File: config.mk
export PLATFORM = sky130hd
export DESIGN_NAME = fetch_stage
export DESIGN_NICKNAME = d
export VERILOG_FILES = /design/src/rtl/fetch_stage_pkg.sv /design/src/rtl/fetch_stage_if_id_reg.sv /design/src/rtl/fetch_stage.sv
export SDC_FILE = /design/constraint.sdc
export NUM_CORES = 1
export LEC_CHECK = 0
export ABC_AREA = 1
export BUFFER_PORTS_ARGS = -buffer_cell sky130_fd_sc_hd__buf_2
export CAP_MARGIN = 20
export CORE_AREA = 5 5 119 121
export DETAILED_ROUTE_END_ITERATION = 16
export DIE_AREA = 0 0 124 126
export PLACE_DENSITY_LB_ADDON = 0.2
export RECOVER_POWER = 100
export SLEW_MARGIN = 20
export SYNTH_ARGS = -nofsm -noshare
export SYNTH_HDL_FRONTEND = slang
export SYNTH_SLANG_ARGS = --single-unit
File: constraint.sdc
create_clock -name clk -period 1.39 [get_ports clk]
set_input_delay 0.278 -clock clk [delete_from_list [all_inputs] [get_ports clk]]
set_output_delay 0.278 -clock clk [all_outputs]
set_load 0.02 [all_outputs]
File: src/rtl/fetch_stage_pkg.sv
// Shared definitions for the fetch stage: the bubble instruction, the
// default reset fetch address, the default stall-depth limit and the FSM
// state encoding.
package fetch_stage_pkg;

  // addi x0,x0,0
  localparam logic [31:0] DEFAULT_NOP_INST  = 32'h0000_0013;
  localparam logic [31:0] DEFAULT_RESET_PC  = 32'h0000_0000;
  localparam int          DEFAULT_MAX_STALL = 3;

  typedef enum logic [1:0] {
    ST_BOOT  = 2'd0,
    ST_RUN   = 2'd1,
    ST_STALL = 2'd2,
    ST_FLUSH = 2'd3
  } fetch_state_e;

  // Instruction fetches are word aligned; low address bits are dropped.
  function automatic logic [31:0] align_word(input logic [31:0] addr);
    return addr & 32'hFFFF_FFFC;
  endfunction

endpackage

File: src/rtl/fetch_stage_if_id_reg.sv
// IF/ID pipeline register. Holds the instruction handed to decode together
// with its PC, PC+4 and a valid bit.
//   clk, rst          : clock, synchronous active-high reset
//   flush_i           : load a bubble (NOP, pc 0, pc+4 4, valid 0)
//   load_i            : capture inst_i / pc_i / pc_plus4_i, valid 1
//   (neither)         : hold
//   inst_o, pc_o, pc_plus4_o, valid_o : registered fields
module fetch_stage_if_id_reg #(
  parameter logic [31:0] NOP_INST = 32'h0000_0013
) (
  input  logic        clk,
  input  logic        rst,
  input  logic        flush_i,
  input  logic        load_i,
  input  logic [31:0] inst_i,
  input  logic [31:0] pc_i,
  input  logic [31:0] pc_plus4_i,
  output logic [31:0] inst_o,
  output logic [31:0] pc_o,
  output logic [31:0] pc_plus4_o,
  output logic        valid_o
);

  logic [31:0] inst_q, pc_q, pc_plus4_q;
  logic        valid_q;

  // Flush wins over load so a redirect always leaves a bubble behind.
  always_ff @(posedge clk) begin
    if (rst || flush_i) begin
      inst_q     <= NOP_INST;
      pc_q       <= 32'h0000_0000;
      pc_plus4_q <= 32'h0000_0004;
      valid_q    <= 1'b0;
    end else if (load_i) begin
      inst_q     <= inst_i;
      pc_q       <= pc_i;
      pc_plus4_q <= pc_plus4_i;
      valid_q    <= 1'b1;
    end
  end

  assign inst_o     = inst_q;
  assign pc_o       = pc_q;
  assign pc_plus4_o = pc_plus4_q;
  assign valid_o    = valid_q;

endmodule

File: src/rtl/fetch_stage.sv
// Fetch stage of the 5-stage RV32I core: PC register, IF/ID register,
// fetch FSM and a watchdog on the length of data-hazard stalls.
//   clk, rst            : clock, synchronous active-high reset
//   inst_i              : instruction read combinationally at pc_o
//   data_stall_flag     : hold PC and IF/ID this cycle
//   redirect_valid/_pc  : taken branch/jump from EXE, flushes IF/ID
//   pc_o                : fetch address
//   if_id_*_o           : instruction, PC, PC+4 and valid presented to ID
//   stall_err_o         : sticky, a stall run exceeded MAX_STALL
// Build option FETCH_PERF_CNT_EN adds perf_fetch_cnt_o, perf_stall_cnt_o
// and perf_flush_cnt_o (fetches, stall edges, redirect edges).
//
// state | meaning
// BOOT  | first cycle after reset, PC held, IF/ID bubble
// RUN   | normal fetch
// STALL | previous edge was a data stall, PC and IF/ID held
// FLUSH | previous edge took a redirect, fetches like RUN
module fetch_stage
  import fetch_stage_pkg::*;
#(
  parameter logic [31:0] RESET_PC  = DEFAULT_RESET_PC,
  parameter logic [31:0] NOP_INST  = DEFAULT_NOP_INST,
  parameter int          MAX_STALL = DEFAULT_MAX_STALL
) (
  input  logic        clk,
  input  logic        rst,
  input  logic [31:0] inst_i,
  input  logic        data_stall_flag,
  input  logic        redirect_valid,
  input  logic [31:0] redirect_pc,
  output logic [31:0] pc_o,
  output logic [31:0] if_id_inst_o,
  output logic [31:0] if_id_pc_o,
  output logic [31:0] if_id_pc_plus4_o,
  output logic        if_id_valid_o,
`ifdef FETCH_PERF_CNT_EN
  output logic [31:0] perf_fetch_cnt_o,
  output logic [31:0] perf_stall_cnt_o,
  output logic [31:0] perf_flush_cnt_o,
`endif
  output logic        stall_err_o
);

  // Counter saturates at MAX_STALL+1, the first illegal run length.
  localparam int              CNT_W     = $clog2(MAX_STALL + 2);
  localparam logic [CNT_W-1:0] CNT_LIMIT = CNT_W'(MAX_STALL + 1);

  fetch_state_e state_q, state_d;

  logic [31:0]      pc_q, pc_d, pc_plus4;
  logic [CNT_W-1:0] stall_cnt_q, stall_cnt_d;
  logic             stall_err_q, stall_err_d;

  logic ifid_flush, ifid_load, stall_edge, redirect_edge;

  assign pc_plus4 = pc_q + 32'd4;

  // State register
  always_ff @(posedge clk) begin
    if (rst) state_q <= ST_BOOT;
    else     state_q <= state_d;
  end

  // Next state: RUN, STALL and FLUSH all follow the same transition rules.
  always_comb begin
    state_d = ST_RUN;
    case (state_q)
      ST_BOOT: state_d = ST_RUN;
      default: begin
        if (redirect_valid)       state_d = ST_FLUSH;
        else if (data_stall_flag) state_d = ST_STALL;
        else                      state_d = ST_RUN;
      end
    endcase
  end

  // Per-edge actions, priority redirect > stall > normal fetch.
  always_comb begin
    pc_d          = pc_q;
    ifid_flush    = 1'b0;
    ifid_load     = 1'b0;
    stall_edge    = 1'b0;
    redirect_edge = 1'b0;
    if (state_q == ST_BOOT) begin
      ifid_flush = 1'b1;
    end else if (redirect_valid) begin
      redirect_edge = 1'b1;
      ifid_flush    = 1'b1;
      pc_d          = align_word(redirect_pc);
    end else if (data_stall_flag) begin
      stall_edge = 1'b1;
    end else begin
      ifid_load = 1'b1;
      pc_d      = pc_plus4;
    end
  end

  always_comb begin
    stall_cnt_d = '0;
    stall_err_d = stall_err_q;
    if (stall_edge) begin
      if (stall_cnt_q != CNT_LIMIT) stall_cnt_d = stall_cnt_q + 1'b1;
      else                          stall_cnt_d = stall_cnt_q;
      if (stall_cnt_d == CNT_LIMIT) stall_err_d = 1'b1;
    end
  end

  always_ff @(posedge clk) begin
    if (rst) begin
      pc_q        <= RESET_PC;
      stall_cnt_q <= '0;
      stall_err_q <= 1'b0;
    end else begin
      pc_q        <= pc_d;
      stall_cnt_q <= stall_cnt_d;
      stall_err_q <= stall_err_d;
    end
  end

  fetch_stage_if_id_reg #(
    .NOP_INST(NOP_INST)
  ) u_if_id (
    .clk        (clk),
    .rst        (rst),
    .flush_i    (ifid_flush),
    .load_i     (ifid_load),
    .inst_i     (inst_i),
    .pc_i       (pc_q),
    .pc_plus4_i (pc_plus4),
    .inst_o     (if_id_inst_o),
    .pc_o       (if_id_pc_o),
    .pc_plus4_o (if_id_pc_plus4_o),
    .valid_o    (if_id_valid_o)
  );

  assign pc_o        = pc_q;
  assign stall_err_o = stall_err_q;

`ifdef FETCH_PERF_CNT_EN
  logic [31:0] perf_fetch_q, perf_stall_q, perf_flush_q;

  // Action strobes are already zero during BOOT, so BOOT is never counted.
  always_ff @(posedge clk) begin
    if (rst) begin
      perf_fetch_q <= '0;
      perf_stall_q <= '0;
      perf_flush_q <= '0;
    end else begin
      if (ifid_load)     perf_fetch_q <= perf_fetch_q + 32'd1;
      if (stall_edge)    perf_stall_q <= perf_stall_q + 32'd1;
      if (redirect_edge) perf_flush_q <= perf_flush_q + 32'd1;
    end
  end

  assign perf_fetch_cnt_o = perf_fetch_q;
  assign perf_stall_cnt_o = perf_stall_q;
  assign perf_flush_cnt_o = perf_flush_q;
`endif

endmodule

==> metrics.yaml <==
path_clk_slew_ns: 0.06
slew_violations: 0
synth_top_family_by_area: "simple AND/OR/NAND/NOR gates"
grt_pass1_vias: 5486
initial_core_util: 0.436
syn_avg_cell_area_um2: 7.08
async_reset_ff_frac: 0
cap_violations: 0
hold_slack_ns: 0.0466
multi_input_area_um2: 2950
cts_buffers: 17
synth.area.mux_share: 0
outcome: "finished with violations"
antenna_found_initial: 0
cts_buffer_depth: 2
drtIter0Drc: 343
port_buffers: 189
synth_edf_count: 0
fmax_mhz: 633
area_growth_pct: 44.6
h-tree-depth: 4
die_w_um: 124
avgViaCountPerCell: 4.90
cts_tree: "done"
syn_inst: 799
ios: 198
core_um2: 13000
arrival_ns: 1.93
fin_ws_ns: -0.189
drc: 0
syn-cell-area_um2: 5660
final_common_cell: "nand2_1"
crit_type: "flip-flop to flip-flop"
fill_cells: 1262
period_share: 1.14
fin_util: 0.630
hold_class: "input pin to flip-flop"
yosysSeqAreaShare: 0.456
placed_area_um2: 7230
synth_xor_area_frac: 0.0261
violations: "negative setup slack"
yosysUniqueCellTypes: 29
power.leakage_nw: 3.49
power_w: 0.0101
seq_area_um2: 2640
cts_sinks: 129
layout_common_cells: "213 x nand2_1, 108 x a21oi_1, 101 x dfxtp_1, 92 x clkbuf_1, 79 x nor2_1"
synth_compound_area_frac: 0.167
crit_path_end_kind: "flip-flop"
cp_data_required_time_ns: 1.74
rows: 42
cts-root-buf: "clkbuf_16"
fp.dieArea_um2: 15600
skew_ns: 0.00609
setup_tns_ns: -2.19
clk_latency_ns: 0.42
path_max_fanout: 5
routed_wl_mm: 18.1
synth_simple_gate_area_share: 0.267
rsz0062_at_grt: "yes"
fin_area_um2: 8180
ys.flop_type: "dfxtp_1"
vias: 6007
ant_nets: 0
grt_pass1_wl_mm: 27.0
fin_crit_ns: 1.58
cp-start-kind: "flip-flop"
holdBufCountCts: 0
synth_fa_ha_area_frac: 0.00663
setup_viol: 29
fin_nets: 1108
p_per_area_nw_per_um2: 1230
hold_viol: 0
n_antenna_cell: 0
routabilityCongestion: 0.813
post_drt_wl_per_cell_um: 14.8
ir_drop_uv: 636
post_route_cells_drive_above_1_share: 0.299
yosys_register_bits: 129
drtPass1Iterations: 4
grt_max_degree: 44
die_height_um: 126
yosys_warnings: 0
grt_usage: 0.220
grt-ovfl-total: 0
dp_hpwl_mm: 12.6
-- state kept, by name, summed over array words and instances, names as in the netlist --
signal and cells:
pc_o 30, u_if_id.inst_o 32, u_if_id.pc_plus4_o 30, state_q 2, u_if_id.valid_o 1, stall_err_o 1, stall_cnt_q 3, u_if_id.pc_o 30
-- final cells by class --
class | instances | share of cell area
Inverter | 50 | 0.0232
Multi-Input combinational cell | 574 | 0.360
Tap cell | 176 | 0.0269
Clock buffer | 18 | 0.0537
Timing Repair Buffer | 265 | 0.191
Sequential cell | 129 | 0.322
Clock inverter | 14 | 0.0228
-- worst max-delay path, cell delays in order (launching register included) --
cell and delay, ns:
dfxtp_4 0.37, ha_4 0.15, nand2_4 0.05, nor2_4 0.14, nand2_4 0.11, nor2_4 0.18, buf_4 0.15, xor2_2 0.15
nand2_1 0.07, a21oi_1 0.12
-- cell families (layout without fill, tap and decap cells) --
kind of cell,after synthesis,after routing
adders and majority gates,3,3
other,1,6
AOI/OAI and AO/OA,187,187
and+or+nand+nor,362,362
DFF,129,129
xor gates and xnor gates,16,16
buffers and inverters,101,347
-- synth_stat cells (4+ instances only) --
master | number | share of area
nand2_1 | 231 | 0.15
nand3_1 | 12 | 0.011
xor2_1 | 12 | 0.019
dfxtp_1 | 129 | 0.46
o21ai_0 | 60 | 0.053
buf_2 | 19 | 0.017
buf_4 | 8 | 0.011
nor2_1 | 89 | 0.059
a21oi_1 | 118 | 0.10
nor2_4 | 6 | 0.012
o21ai_1 | 5 | 0.0044
nand3b_1 | 7 | 0.0093
clkbuf_1 | 21 | 0.014
inv_1 | 49 | 0.033
nor2_2 | 5 | 0.0055
nand2_2 | 4 | 0.0044
-- final timing paths --
kind,cells after the start,slack (ns),from,end
setup / recovery,9,-0.19,pc_o[3],pc_o[12]
hold / removal,2,0.05,rst,stall_err_o
hold reg to reg,2,0.45,stall_err_o,stall_err_o
setup reg to reg,9,-0.19,pc_o[3],pc_o[12]
-- metrics by stage --
step / instances / setup WS, ns
6_report: 1226 / -0.189
5_1_grt: 1226 / -0.295
4_1_cts: 1218 / -0.134
3_5_place_dp: 1184 / -0.147
3_3_place_gp: 1184 / -0.0968
2_1_floorplan: 804 / -0.0237
-- routing by layer --
layer | global-route usage | routed length [um] | vias up
met5 | 0 | 0 | -
met4 | 0.0870 | 391 | 0
met3 | 0.0578 | 1370 | 26
met2 | 0.359 | 8570 | 213
met1 | 0.275 | 7820 | 2763
li1 | - | - | 3005
-- repair_timing --
| item | CTS | global route |
|---|---|---|
| pin swaps | 21 | 24 |
| buffers inserted | 2 | 6 |
| gates cloned | 0 | 2 |
| gates resized for setup | 34 | 85 |
| setup endpoints to repair | 44 | 119 |
-- report_power, final --
group | internal, W | switching [W] | leakage (nW) | total, W
clock network | 0.00304 | 0.00167 | 0.302 | 0.00471
registers | 0.00384 | 0.000116 | 1.06 | 0.00396
logic | 0.000558 | 0.000876 | 2.13 | 0.00143
total | 0.00744 | 0.00266 | 3.49 | 0.0101
No activity file was read; power rests on OpenSTA's default activity.
